===== src/rtl/vedic_seq_mult8_pkg.sv =====
// Shared definitions for the sequential Vedic multiplier: FSM state encoding and default half width.
package vedic_seq_mult8_pkg;

  localparam int HALF_W_DEF = 4;

  typedef enum logic [2:0] {
    IDLE = 3'd0,
    PP0  = 3'd1,
    PP1  = 3'd2,
    PP2  = 3'd3,
    PP3  = 3'd4,
    DONE = 3'd5
  } state_t;

endpackage


===== src/rtl/vedic_half_mult.sv =====
// Combinational H x H Urdhva-Tiryakbhyam multiplier: column k collects every
// crosswise bit product x[i]&y[j] with i+j==k, and the weighted column sums are added.
module vedic_half_mult #(
  parameter int HALF_W = 4
) (
  input  logic [HALF_W-1:0]   x,
  input  logic [HALF_W-1:0]   y,
  output logic [2*HALF_W-1:0] p
);

  localparam int PW = 2 * HALF_W;

  logic [PW-1:0] col;

  always_comb begin
    p   = '0;
    col = '0;
    for (int k = 0; k < PW - 1; k++) begin
      col = '0;
      for (int i = 0; i < HALF_W; i++)
        for (int j = 0; j < HALF_W; j++)
          if (i + j == k) col = col + PW'(x[i] & y[j]);
      p = p + (col << k);
    end
  end

endmodule


===== src/rtl/vedic_seq_mult8.sv =====
// Sequential 2H x 2H Vedic multiplier: one shared H x H half-multiplier, four
// half-products folded into a 4H-bit accumulator over PP0..PP3, valid/ready on both sides.
module vedic_seq_mult8
  import vedic_seq_mult8_pkg::*;
#(
  parameter int HALF_W = HALF_W_DEF
) (
  input  logic                  clk,
  input  logic                  rst,
  input  logic                  in_valid,
  output logic                  in_ready,
  input  logic [2*HALF_W-1:0]   a,
  input  logic [2*HALF_W-1:0]   b,
  output logic                  out_valid,
  input  logic                  out_ready,
  output logic [4*HALF_W-1:0]   product,
  output logic                  busy
);

  localparam int OW = 2 * HALF_W;
  localparam int AW = 3 * HALF_W;
  localparam int PW = 4 * HALF_W;

  state_t          state, state_nxt;
  logic [OW-1:0]   opa, opb;
  logic [PW-1:0]   acc;
  logic [HALF_W-1:0] hx, hy;
  logic [OW-1:0]   hp;
  logic [AW-1:0]   addend, acc_hi_nxt;

  // Operand halves routed to the single half-multiplier by phase.
  always_comb begin
    hx = opa[HALF_W-1:0];
    hy = opb[HALF_W-1:0];
    unique case (state)
      PP1:     begin hx = opa[OW-1:HALF_W]; hy = opb[HALF_W-1:0];  end
      PP2:     begin hx = opa[HALF_W-1:0];  hy = opb[OW-1:HALF_W]; end
      PP3:     begin hx = opa[OW-1:HALF_W]; hy = opb[OW-1:HALF_W]; end
      default: ;
    endcase
  end

  vedic_half_mult #(.HALF_W(HALF_W)) u_half (.x(hx), .y(hy), .p(hp));

  // The AH*BH term carries an extra weight of 2^H relative to the cross terms.
  assign addend     = (state == PP3) ? (AW'(hp) << HALF_W) : AW'(hp);
  assign acc_hi_nxt = acc[PW-1:HALF_W] + addend;

  always_ff @(posedge clk or posedge rst) begin
    if (rst) begin
      opa     <= '0;
      opb     <= '0;
      acc     <= '0;
      product <= '0;
    end else begin
      unique case (state)
        IDLE: if (in_valid) begin
          opa <= a;
          opb <= b;
          acc <= '0;
        end
        PP0:      acc <= PW'(hp);
        PP1, PP2: acc[PW-1:HALF_W] <= acc_hi_nxt;
        PP3: begin
          acc[PW-1:HALF_W] <= acc_hi_nxt;
          product          <= {acc_hi_nxt, acc[HALF_W-1:0]};
        end
        default: ;
      endcase
    end
  end

  always_ff @(posedge clk or posedge rst) begin
    if (rst) state <= IDLE;
    else     state <= state_nxt;
  end

  always_comb begin
    state_nxt = state;
    unique case (state)
      IDLE:    if (in_valid) state_nxt = PP0;
      PP0:     state_nxt = PP1;
      PP1:     state_nxt = PP2;
      PP2:     state_nxt = PP3;
      PP3:     state_nxt = DONE;
      DONE:    if (out_ready) state_nxt = IDLE;
      default: state_nxt = IDLE;
    endcase
  end

  always_comb begin
    in_ready  = (state == IDLE);
    out_valid = (state == DONE);
    busy      = (state != IDLE);
  end

endmodule


===== config.mk =====
export PLATFORM = sky130hd
export DESIGN_NAME = vedic_seq_mult8
export DESIGN_NICKNAME = d
export VERILOG_FILES = /design/src/rtl/vedic_seq_mult8_pkg.sv /design/src/rtl/vedic_half_mult.sv /design/src/rtl/vedic_seq_mult8.sv
export SDC_FILE = /design/constraint.sdc
export NUM_CORES = 1
export LEC_CHECK = 0
export ABC_CLOCK_PERIOD_IN_PS = 13900
export BUFFER_PORTS_ARGS = -buffer_cell sky130_fd_sc_hd__buf_2
export CORE_MARGIN = 2
export CORE_UTILIZATION = 60
export CTS_CLUSTER_DIAMETER = 80
export DETAILED_ROUTE_END_ITERATION = 12
export PLACE_DENSITY = 0.91
export SLEW_MARGIN = 5
export SYNTH_ARGS = -nofsm -noshare
export SYNTH_HDL_FRONTEND = slang
export SYNTH_SLANG_ARGS = --single-unit
export TNS_END_PERCENT = 1

===== constraint.sdc =====
create_clock -name clk -period 13.9 [get_ports clk]
set_clock_uncertainty 0.2 [all_clocks]
set_input_delay 2.78 -clock clk [delete_from_list [all_inputs] [get_ports clk]]
set_output_delay 2.78 -clock clk [all_outputs]
set_load 0.1 [all_outputs]

==> results by group <==
Run status
  – Run status: completed

STA
  – Max-slew headroom: a little under a third
  – Tightest Pin Transition: ~1.0 ns
  – Max Fclk: ~150 MHz
  – Final setup TNS: 0 ns
  – Final worst path period need: between 6 and 7 ns
  – Unrepaired setup endpoints after global routing: false
  – Tcrit/Tclk final: 49.4%
  – Hold Vio Cnt, Final: 0
  – Slew Limit Fails: 0
  – Final setup viols: 0

Clock network
  – Post-CTS sizing: 0
  – Root Buffer: clkbuf_8
  – Clock Path Buffers: 2
  – Clk_lat worst skew: approximately 0.32 ns
  – Total CTS buffers: 5
  – H-tree levels: 2
  – Cts hold-fix bufs: 0
  – Setup Fix Bufs, Post-CTS: 0
  – Clock-pin slew on the worst setup and hold paths: 0.09 ns
  – Sink Count: 51
  – CTS tree: built

Synthesis
  – Yosys top cell area share: roughly two fifths
  – Cells after Synth: between 300 and 400
  – Yosys warning total: 0
  – Distinct cells, synth: between 50 and 60
  – Largest cells by area after synthesis: dfrtp_1 (39%), ha_1 (9.4%), nand2_1 (6.3%)
  – Post-synth EDFFs: 0
  – Synthesis-stage register bit count: 51
  – Avg Cell Area, Syn: a little under 10 sq um
  – Netlist Area Pre-Place: ~0.0033 sq mm
  – Synth area leader: dfrtp_1
  – Sequential share of the synthesized area: 38.5%
  – FFs w/ async S/R, synth: 100%
  – Primary FF master, synth: dfrtp_1
  – Net Count, Synth: 390

Worst setup path
  – CP Max Fanout: 17
  – Worst reg-to-reg setup slack: 7.03 ns
  – Startpoint Class: flop
  – Crit path kind: reg2reg
  – Worst Reg-to-Reg Cells: 20
  – Endpoint arrival time on the critical path: a little under 7 ns
  – FF-to-FF End: product[14]
  – Critical path required time: 13.96 ns
  – RR Startpoint: state[2]
  – Worst Setup End Kind: flop

Layout
  – Layout area overhead: 8.39%
  – Antenna diodes: 0
  – Final nets: roughly 420
  – Most common cell after layout, fill and taps aside: nand2_1
  – Layout cells sized above 1: about a fifth
  – Most frequent cells in the layout: nand2_1 (56), dfrtp_1 (51), buf_2 (38)

Global routing
  – First-pass GRT wire length: 12,200 microns
  – Gr ovfl total: 0
  – Vias in the first global route: approximately 2,600
  – Gr usage total: around a quarter
  – Antenna violations before repair: 0
  – Pin count of the biggest net entering global routing: 52

Floorplan
  – Row Count: 27
  – Starting Density: between 60% and 70%
  – Top-level port count: 39
  – Core area: 0.00541 sq mm
  – Die Area: roughly 0.006 sq mm
  – Chip width: roughly 80 microns
  – Die height: 78.3 microns

Placement
  – Final HPWL DP: between 5000 and 6000 microns
  – Port buffer count: 38
  – Placer Congestion: ~0.97

Detailed routing
  – Vias per std cell: approximately 6.1
  – Drt drc: 0
  – Iter 0 DRT Violations: 211
  – Vias post-DR: between 2,000 and 3,000
  – Post-Route WL: a little over 7000 microns
  – 1st-pass router iterations: 4
  – ANT nets after route: 0
  – Drt wl/cell: around 16 microns

Run
  – Max-cap violations: 0

Hold path
  – Hold_sp: product[1]
  – Tightest Hold Check Type: reg2reg
  – Hold Crit Depth: 2
  – Hold endpoint: product[1]
==> cell usage after synthesis, drive strengths merged, types with 5 or more instances <==
cell	number
nand2	56
dfrtp	51
ha	25
nor2	22
mux2	18
o21ai	16
a21oi	11
buf	11
and2	10
clkbuf	9
nand4	9
fa	8
inv	8
nor3b	6
nand3	5
o221ai	5
xnor2	5
==> final cells by class <==
cell class                 count  area, sq um
inverter                       8         30.0
timing repair buffer          40          205
multi-input combinational    258         1900
fill                         441         1820
clock inverter                 2         12.5
sequential                    51         1280
clock buffer                   6         72.6
tap                           72         90.1
==> per-stage QoR <==
stage                     setup slack (ns)  utilization (%)  hold WS, ns  cell area (sq um)  instances
final                                 7.03             66.4        0.278               3590        437
after global routing                  6.73             66.4        0.306               3590        437
after CTS                             7.08             66.4        0.276               3590        437
after detailed placement              7.08             64.8        0.252               3500        429
after global placement                7.39             64.8        0.253               3500        429
after floorplan                       7.59                -        0.239               3310        337
==> layer usage <==
metal  GRT usage [%]  vias to the layer above  wire length (microns)
li1                -                     1254                      -
met1            31.6                     1303                   3040
met2            43.9                       97                   3570
met3            5.86                       11                    435
met4            7.02                        0                     89
met5               0                        -                      0
==> worst max path at each step <==
| stage | startpoint | end | slack (ns) |
|---|---|---|---|
| after detailed placement | state[2] | product[14] | 7.08 |
| after global placement | state[2] | product[14] | 7.39 |
| final | state[2] | product[14] | 7.03 |
| after floorplan | state[1] | product[14] | 7.59 |
| after CTS | state[2] | product[14] | 7.08 |
| after global routing | state[2] | product[15] | 6.73 |
==> worst max-delay path: stages (launching register included) <==
cell,delay (ns)
dfrtp_1,0.64
and2b_1,0.28
o21ba_2,0.26
mux2i_2,0.21
or2_2,0.33
fa_1,0.54
inv_1,0.04
ha_1,0.18
ha_1,0.21
fa_1,0.48
fa_1,0.46
fa_1,0.49
fa_1,0.47
xnor3_1,0.43
o21ai_0,0.24
ha_1,0.36
a21oi_1,0.35
o21a_1,0.29
nand4_1,0.12
o311a_1,0.15
nand3_1,0.08
==> cells by family after synthesis <==
group,after synthesis,synth area share [%]
xor+xnor,9,2.80
compound gates,62,12.9
fa+ha+maj,33,14.3
flops,51,38.5
mux,22,7.44
simple gates,132,20.1
buf+inv,28,4.00
==> flip-flops by register name, summed over array words and instances (netlist names) <==
| name | flops |
|---|---|
| acc | 16 |
| opa | 8 |
| state | 3 |
| opb | 8 |
| product | 16 |
Power is not shown: default switching activity piles up to over one toggle a cycle in this logic, so the estimate is an artifact.
